`src/rtl/sha1_pkg.sv`:
```
// Shared constants for the sha1 core register bus and the block sequencer.
//   ADDR_*           register map of the sha1 core
//   CTRL_INIT/NEXT   control-register values that start a first / continuation block
//   STATUS_READY_BIT position of the ready flag in the status register
//   seq_state_t      sequencer state encoding
package sha1_pkg;

  localparam logic [7:0]  ADDR_CTRL    = 8'h08;
  localparam logic [7:0]  ADDR_STATUS  = 8'h09;
  localparam logic [7:0]  ADDR_BLOCK0  = 8'h10;
  localparam logic [7:0]  ADDR_DIGEST0 = 8'h20;

  localparam logic [31:0] CTRL_INIT = 32'h0000_0001;
  localparam logic [31:0] CTRL_NEXT = 32'h0000_0002;

  localparam int STATUS_READY_BIT = 0;

  typedef enum logic [2:0] {
    IDLE   = 3'd0,
    LOAD   = 3'd1,
    CTRL   = 3'd2,
    GAP    = 3'd3,
    POLL   = 3'd4,
    DIGEST = 3'd5,
    OUT    = 3'd6,
    ERR    = 3'd7
  } seq_state_t;

endpackage

```
`src/rtl/sha1_block_sequencer.sv`:
```
// Drives the sha1 core register bus from a 32-bit block word stream and
// returns the 160-bit digest on a valid/ready port.
//   clk, reset_n               clock, asynchronous active-low reset
//   blk_valid/blk_ready        block word stream (blk_word, blk_first, blk_last)
//   dig_valid/dig_ready        digest output (dig_word, [159:128] = word 0)
//   busy, err, err_clr         status: busy outside IDLE, sticky error and its clear
//   core_*                     registered sha1 register-bus signals
//   dbg_state                  current FSM state
//
// Handshakes: a transfer happens on a rising clk edge where valid & ready are
// both 1. A producer holding valid keeps its data stable until that edge;
// ready may depend on state only, never on valid.
module sha1_block_sequencer
  import sha1_pkg::*;
#(
  parameter int TIMEOUT_CYCLES = 1023
) (
  input  logic         clk,
  input  logic         reset_n,
  input  logic         blk_valid,
  output logic         blk_ready,
  input  logic [31:0]  blk_word,
  input  logic         blk_first,
  input  logic         blk_last,
  output logic         dig_valid,
  input  logic         dig_ready,
  output logic [159:0] dig_word,
  output logic         busy,
  output logic         err,
  input  logic         err_clr,
  output logic         core_cs,
  output logic         core_we,
  output logic [7:0]   core_address,
  output logic [31:0]  core_write_data,
  input  logic [31:0]  core_read_data,
  input  logic         core_error,
  output logic [2:0]   dbg_state
);

  localparam int PW = $clog2(TIMEOUT_CYCLES + 1);
  localparam logic [PW-1:0] POLL_LIMIT = PW'(TIMEOUT_CYCLES);

  seq_state_t     state_q, state_d;
  logic [3:0]     cnt_q, cnt_d;
  logic [2:0]     rd_q, rd_d;
  logic [PW-1:0]  poll_q, poll_d;
  logic           first_q, first_d, last_q, last_d;
  logic           open_q, open_d, err_q, err_d, err_event;
  logic [159:0]   dig_q, dig_d;
  logic           cs_q, cs_d, we_q, we_d;
  logic [7:0]     addr_q, addr_d;
  logic [31:0]    wdata_q, wdata_d;

  always_ff @(posedge clk or negedge reset_n) begin
    if (!reset_n) begin
      state_q <= IDLE;
      cnt_q   <= '0;
      rd_q    <= '0;
      poll_q  <= '0;
      first_q <= 1'b0;
      last_q  <= 1'b0;
      open_q  <= 1'b0;
      err_q   <= 1'b0;
      dig_q   <= '0;
      cs_q    <= 1'b0;
      we_q    <= 1'b0;
      addr_q  <= '0;
      wdata_q <= '0;
    end else begin
      state_q <= state_d;
      cnt_q   <= cnt_d;
      rd_q    <= rd_d;
      poll_q  <= poll_d;
      first_q <= first_d;
      last_q  <= last_d;
      open_q  <= open_d;
      err_q   <= err_d;
      dig_q   <= dig_d;
      cs_q    <= cs_d;
      we_q    <= we_d;
      addr_q  <= addr_d;
      wdata_q <= wdata_d;
    end
  end

  // The bus registers hold the access performed in the *next* cycle, so a
  // status or digest read is evaluated in the cycle it is on the bus.
  always_comb begin
    state_d   = state_q;
    cnt_d     = cnt_q;
    rd_d      = rd_q;
    poll_d    = poll_q;
    first_d   = first_q;
    last_d    = last_q;
    open_d    = open_q;
    dig_d     = dig_q;
    cs_d      = 1'b0;
    we_d      = 1'b0;
    addr_d    = '0;
    wdata_d   = '0;
    err_event = 1'b0;

    case (state_q)
      IDLE: begin
        if (blk_valid) begin
          cs_d    = 1'b1;
          we_d    = 1'b1;
          addr_d  = ADDR_BLOCK0;
          wdata_d = blk_word;
          cnt_d   = 4'd1;
          first_d = blk_first;
          last_d  = blk_last;
          // Continuation with no open message: flag it, hash as a fresh message.
          if (!blk_first && !open_q) begin
            err_event = 1'b1;
            first_d   = 1'b1;
          end
          state_d = LOAD;
        end
      end
      LOAD: begin
        if (blk_valid) begin
          cs_d    = 1'b1;
          we_d    = 1'b1;
          addr_d  = ADDR_BLOCK0 + {4'h0, cnt_q};
          wdata_d = blk_word;
          cnt_d   = cnt_q + 4'd1;
          if (cnt_q == 4'd15) state_d = CTRL;
        end
      end
      CTRL: begin
        cs_d    = 1'b1;
        we_d    = 1'b1;
        addr_d  = ADDR_CTRL;
        wdata_d = first_q ? CTRL_INIT : CTRL_NEXT;
        open_d  = 1'b1;
        poll_d  = '0;
        state_d = GAP;
      end
      GAP: begin
        state_d = POLL;
      end
      POLL: begin
        cs_d   = 1'b1;
        addr_d = ADDR_STATUS;
        if (cs_q && !we_q) begin
          if (core_read_data[STATUS_READY_BIT]) begin
            if (last_q) begin
              rd_d    = 3'd0;
              addr_d  = ADDR_DIGEST0;
              state_d = DIGEST;
            end else begin
              cs_d    = 1'b0;
              addr_d  = '0;
              state_d = IDLE;
            end
          end else begin
            if (poll_q != POLL_LIMIT) poll_d = poll_q + PW'(1);
            if (poll_q + PW'(1) == POLL_LIMIT) begin
              err_event = 1'b1;
              cs_d      = 1'b0;
              addr_d    = '0;
              state_d   = ERR;
            end
          end
        end
      end
      DIGEST: begin
        case (rd_q)
          3'd0:    dig_d[159:128] = core_read_data;
          3'd1:    dig_d[127:96]  = core_read_data;
          3'd2:    dig_d[95:64]   = core_read_data;
          3'd3:    dig_d[63:32]   = core_read_data;
          default: dig_d[31:0]    = core_read_data;
        endcase
        if (rd_q == 3'd4) begin
          rd_d    = 3'd0;
          state_d = OUT;
        end else begin
          rd_d   = rd_q + 3'd1;
          cs_d   = 1'b1;
          addr_d = ADDR_DIGEST0 + {5'h0, rd_q + 3'd1};
        end
      end
      OUT: begin
        if (dig_ready) begin
          open_d  = 1'b0;
          state_d = IDLE;
        end
      end
      ERR: begin
        if (err_clr) state_d = IDLE;
      end
      default: state_d = IDLE;
    endcase

    // A core error on any bus access aborts the message and discards the digest.
    if (cs_q && core_error) begin
      err_event = 1'b1;
      state_d   = ERR;
      cs_d      = 1'b0;
      we_d      = 1'b0;
      addr_d    = '0;
      wdata_d   = '0;
      dig_d     = '0;
    end

    if (state_d == ERR) open_d = 1'b0;

    // A new error outranks a simultaneous clear.
    err_d = err_event | (err_q & ~err_clr);
  end

  assign blk_ready       = (state_q == IDLE) || (state_q == LOAD);
  assign dig_valid       = (state_q == OUT);
  assign dig_word        = dig_q;
  assign busy            = (state_q != IDLE);
  assign err             = err_q;
  assign core_cs         = cs_q;
  assign core_we         = we_q;
  assign core_address    = addr_q;
  assign core_write_data = wdata_q;
  assign dbg_state       = state_q;

endmodule

```
`config.mk`:
```
export PLATFORM = sky130hd
export DESIGN_NAME = sha1_block_sequencer
export DESIGN_NICKNAME = d
export VERILOG_FILES = /design/src/rtl/sha1_pkg.sv /design/src/rtl/sha1_block_sequencer.sv
export SDC_FILE = /design/constraint.sdc
export NUM_CORES = 1
export LEC_CHECK = 0
export ABC_AREA = 0
export BUFFER_PORTS_ARGS = -buffer_cell sky130_fd_sc_hd__clkbuf_2
export CAP_MARGIN = 15
export CORE_MARGIN = 1.5
export CORE_UTILIZATION = 35
export DETAILED_ROUTE_END_ITERATION = 10
export PLACE_DENSITY = 0.68
export REMOVE_ABC_BUFFERS = 1
export SETUP_SLACK_MARGIN = 0.15
export SLEW_MARGIN = 5
export SYNTH_ARGS = -nofsm -noshare
export SYNTH_HDL_FRONTEND = slang
export SYNTH_SLANG_ARGS = --single-unit
```
`constraint.sdc`:
```
create_clock -name clk -period 5.6 [get_ports clk]
set_clock_uncertainty 0.15 [all_clocks]
set_input_delay 0.28 -clock clk [delete_from_list [all_inputs] [get_ports clk]]
set_output_delay 0.28 -clock clk [all_outputs]
set_load 0.05 [all_outputs]
```
# Word level (Yosys, flattened, before mapping)

Index checks and enable logic that the tools add are counted.

Add/sub/neg operators: 5
Multiply operators: 0
Div/mod/pow operators: 0
$lt $le $gt $ge: 0
Equal/unequal tests: 24
Shift operators: 0
Muxes and demuxes: 65
Bitwise operators: 3
Reductions and logical operators: 31

Operators by type and width:

| operator                | number |
|---|---|
| $mux W160               | 2 |
| $mux W32                | 7 |
| $pmux W32 S2            | 1 |
| $mux W3                 | 15 |
| $pmux W8 S5             | 1 |
| $mux W10                | 3 |
| $mux W8                 | 3 |
| $pmux W3 S8             | 1 |
| $pmux W10 S2            | 1 |
| $eq A3 B3 Y1 const B    | 6 |
| $mux W1                 | 17 |
| $reduce_bool A2 Y1      | 8 |
| $ne A2 B2 Y1 const B    | 7 |
| $reduce_and A2 Y1       | 7 |
| $eq A3 B2 Y1 const B    | 4 |
| $mux W4                 | 3 |
| $mux W6                 | 2 |
| $add A10 B1 Y10 const B | 1 |
| $eq A10 B10 Y1 const B  | 1 |
| $ne A10 B10 Y1 const B  | 1 |
| $pmux W4 S2             | 1 |
| $reduce_and A4 Y1       | 2 |
| $add A6 B3 Y7 const A   | 1 |
| $mux W7                 | 1 |
| other kinds (23)        | 32 |

Register bits: 226
Bits in latches: 0
RAM bits: 0
Memory bits (read-only): 0
Bits of input ports: 72
Output and inout port bits: 209
Logic and storage cells: 145
Memories kept: 0

# Longest topological paths before layout

Depth in word-level cells: 10
Gate-level depth with buffers: 8
Mapped depth without buffers: 7

# Worst setup path before layout

OpenSTA, ideal clock, no wires.

Path type: reg-to-reg
Start point: register state_q[2], in the netlist dbg_state[2]
End point: register last_q
Library setup time: 0.125 ns
Arrival: 2.312 ns
Required time: 5.325 ns
Path slack: 3.013 ns
Stages on the path, launching flop included: 6
Buffers on the path: 1
Period minus slack after synthesis: 2.587 ns
Path through: dfrtp_1 > buf_4 > nor2_1 > nand2_1 > nor2_1 > mux2_2

Longest elaborated chain between the ends: 2

Ends and longest elaborated chain:

| what                        | RTL line                    | RTL |
|---|---|---|
| start: declaration          | sha1_block_sequencer.sv:43  | `seq_state_t state_q, state_d;` |
| start signal: assignment    | sha1_block_sequencer.sv:70  | `state_q <= state_d;` |
| $logic_not A3 Y1            | sha1_block_sequencer.sv:103 | `case (state_q)` |
| $reduce_and A2 Y1 (no line) | n/a                         |  |
| end signal: assignment      | sha1_block_sequencer.sv:75  | `last_q <= last_d;` |
| end: declaration            | sha1_block_sequencer.sv:47  | `logic first_q, first_d, last_q, last_d;` |

No other way between the ends.
A chain may end at the register's enable or synchronous reset.

# Worst setup path after layout

Start point: register state_q[0], in the netlist dbg_state[0]
End point: register dig_q[155], in the netlist dig_word[155]

Longest elaborated chain between the ends: 3

Ends and longest elaborated chain:

| what                         | RTL line                    | RTL |
|---|---|---|
| $eq A3 B3 Y1                 | sha1_block_sequencer.sv:103 |  |
| $reduce_bool A2 Y1 (no line) | n/a                         |  |
| $reduce_and A2 Y1 (no line)  | n/a                         |  |
| end signal: assignment       | sha1_block_sequencer.sv:78  | `dig_q <= dig_d;` |
| end: declaration             | sha1_block_sequencer.sv:49  | `logic [159:0] dig_q, dig_d;` |

No other way between the ends.

==> flow_metrics.py <==
metrics = {
    "min_path": {
        "min_delay_path_depth": 4,
        "holdPathEnd": "open_q",
        "worstHoldPathType": "in2reg",
        "hp-start": "dig_ready",
    },
    "power": {
        "p_switching_mw": 3.95,
        "p_clk_share_pct": 21.8,
        "p_per_area_nw_per_um2": 650,
        "switching_share_pct": 49.1,
        "power_frac_seq_pct": 31.7,
        "power_mw": 8.04,
        "combPwrFrac_pct": 46.5,
        "intPower_mw": 4.10,
        "leakage_nw": 6.17,
        "ir_worst_vdd_mv": 0.385,
    },
    "global_routing": {
        "globalRoute.totalOverflow": 0,
        "grtUsageTotal_pct": 19.9,
        "grt_pass1_vias": 7995,
        "antenna_found_initial": 0,
        "grt_max_degree": 104,
        "grt_pass1_wl_um": 42600,
    },
    "clocking": {
        "ctsResizeCount": 0,
        "cts_root_buffer": "clkbuf_16",
        "cts_setup_buffers": 0,
        "clk_pin_slew_ns": 0.06,
        "hold_buffers": 69,
        "cts_tree": "done",
        "clk-insertion-delay-late_ns": 0.52,
        "clk_path_buf_depth": 3,
        "cts.sink_count": 224,
        "cts_buffers": 26,
        "htree_levels": 1,
    },
    "final_layout": {
        "layout.nets": 1376,
        "finalNonFillerCells": 1649,
        "final_cell_area_um2": 12400,
        "drive_gt1_share_pct": 25.9,
        "utilization_pct": 47.7,
        "diodes": 0,
        "fillCellCount": 2438,
        "syn2layout_area_growth_pct": 34.5,
    },
    "sta": {
        "tns_ns": 0,
        "fmax_mhz": 378,
        "finalHoldViolCount": 0,
        "worst_pin_slew_ns": 0.998,
        "layout_setup_ws_ns": 2.96,
        "finalMaxSlewViolations": 0,
        "max_slew_margin_pct": 33.5,
        "timing.hold.ws_ns": 0.0633,
        "fin_crit_sh_pct": 47.2,
        "setup_viol": 0,
        "period_needed_ns": 2.64,
        "rsz0062_at_grt": "no",
    },
    "floorplanning": {
        "row_count": 59,
        "dieWidth_um": 165,
        "die_h_um": 165,
        "io_pins": 281,
        "core_area_um2": 25900,
        "design.die.area_um2": 27300,
        "initial_core_util_pct": 35.5,
    },
    "drt": {
        "wl_met3_um": 2320,
        "detail_route.wl_per_cell_um": 16.9,
        "ant_nets": 0,
        "drtIter0Drc": 626,
        "drt-met1-wl_um": 11800,
        "wl_met2_um": 13000,
        "wirelength_um": 27900,
        "maxUsedRoutingLayer": "met4",
        "vias_per_cell": 5.01,
        "drc": 0,
        "dr_total_vias": 8269,
        "firstDrtPassIters": 5,
    },
    "logic_synthesis": {
        "synth_area_um2": 9200,
        "syn_inst": 986,
        "ys_warn_count": 0,
        "ys_ff_latch": 224,
        "synthDistinctLibCells": 49,
        "synth_top_area_share_pct": 60.9,
        "synth_area_leaders": "dfrtp_1, nand2_1, a21oi_1",
        "yosysSeqAreaShare_pct": 60.9,
        "synth_top_area_cell": "dfrtp_1",
        "syn_area_per_cell_um2": 9.33,
    },
    "critical_path": {
        "start_kind": "register",
        "cpPeakStageDelay_ns": 0.77,
        "worstPathRequired_ns": 5.88,
        "path_max_fanout": 32,
        "reg2reg_to": "dig_word[155]",
        "reg2reg_slack_ns": 2.96,
        "crit_type": "reg2reg",
        "slowest_stage": "and2_2",
        "reg2reg_depth": 5,
        "rr_startpoint": "dbg_state[0]",
        "path_cells": "nand3b_1, nor2_1, and2_2, nand2_1, a21oi_1",
        "critPathArrivalTime_ns": 2.92,
        "worst_setup_path_end_kind": "register",
    },
    "placement": {
        "placed_cells": 1533,
        "hpwlAfterDp_um": 17100,
        "portBuffers": 278,
        "dpl_cell_area_um2": 10800,
        "gp_congestion": 0.863,
        "preCtsSetupSlack_ns": 2.99,
    },
    "run": {
        "maxCapViolations": 0,
    },
    "run_status": {
        "status": "finished clean",
    },
}
[metal layers]
metal | vias up | GRT usage, %
met5 | - | 0
met4 | 0 | 6.88
met3 | 56 | 4.92
met2 | 324 | 32.8
met1 | 4002 | 25.5
li1 | 3887 | -
[cells in the mapped netlist, drive strengths merged]
library cell and number:
o21a 1, nand3b 3, buf 15, and4 1, nor4 1, nor2b 4, and3b 2, mux2i 2
o311ai 2, nand2 344, nand3 9, a21o 4, a22oi 3, a31oi 5, mux2 1, clkbuf 59
inv 7, and2 7, and3 34, a221o 1, nor4bb 1, a22o 4, o31ai 5, xnor2 1
o21ai 22, nor3 4, dfrtp 224, and4b 1, nand4 4, nand2b 2, nor3b 3, o211ai 3
conb 1, a21oi 171, xor2 1, ha 8, or3b 1, or3 3, a211oi 3, nor2 19
[layout by cell type (no fill, tap or decap), types with 9 or more instances in the layout]
cell type	instances
a21oi_1	171
and3_1	34
clkbuf_16	27
clkbuf_2	278
dfrtp_1	224
dlygate4sd3_1	69
nand2_1	343
nand3_1	9
nor2_1	19
o21ai_0	14
[sequential cells by signal, summed over array words and instances, names as in the netlist]
| signal | flops |
|---|---|
| dig_word | 160 |
| core_write_data | 32 |
| poll_q | 10 |
| core_address | 6 |
| cnt_q | 4 |
| dbg_state | 3 |
| rd_q | 3 |
| core_cs | 1 |
| core_we | 1 |
| err | 1 |
| first_q | 1 |
| last_q | 1 |
| open_q | 1 |
[critical path: cells and delay by family (launching register included)]
family	cells	cell delay [ns]
and+or+nand+nor	4	1.45
AOI/OAI and AO/OA	1	0.19
DFF	1	0.75
[final cells by class]
type                            count  area, um^2  share of cell area (%)
Multi-Input combinational cell    682        3260                    26.4
Inverter                            7        26.3                   0.212
Tap cell                          335         419                    3.39
Timing Repair Buffer              355        2150                    17.4
Clock inverter                      8         125                    1.01
Clock buffer                       38         777                    6.28
Sequential cell                   224        5610                    45.3
[cells by family after synthesis]
group	after synthesis	share of synthesized area, %
buffers and inverters	81	3.73
DFF	224	60.9
other	1	0.0408
muxes	3	0.340
and+or+nand+nor	443	20.5
AOI/OAI and AO/OA	224	13.2
adders and majority gates	8	1.09
xor gates and xnor gates	2	0.190
[power by group through the flow]
stage | Combinational [mW] | Clock, mW | Sequential (mW)
floorplan | 0.956 | 0 | 4.29
global placement | 3.68 | 0 | 2.54
detailed placement | 3.72 | 0 | 2.57
CTS | 3.76 | 1.80 | 2.54
global route | 3.99 | 1.87 | 2.62
finish | 3.74 | 1.76 | 2.55
[worst max-delay path by stage]
| stage | startpoint | endpoint | slack [ns] | cells after the start |
|---|---|---|---|---|
| after floorplan | core_cs | open_q | 1.42 | 5 |
| final | dbg_state[0] | dig_word[155] | 2.96 | 5 |
| after CTS | dbg_state[0] | dig_word[155] | 3.00 | 5 |
| after global routing | dbg_state[0] | dig_word[152] | 2.73 | 5 |
| after detailed placement | dbg_state[0] | dig_word[155] | 2.99 | 5 |
| after global placement | poll_q[0] | poll_q[9] | 3.13 | 6 |
Power figures use the tool's default switching activity.
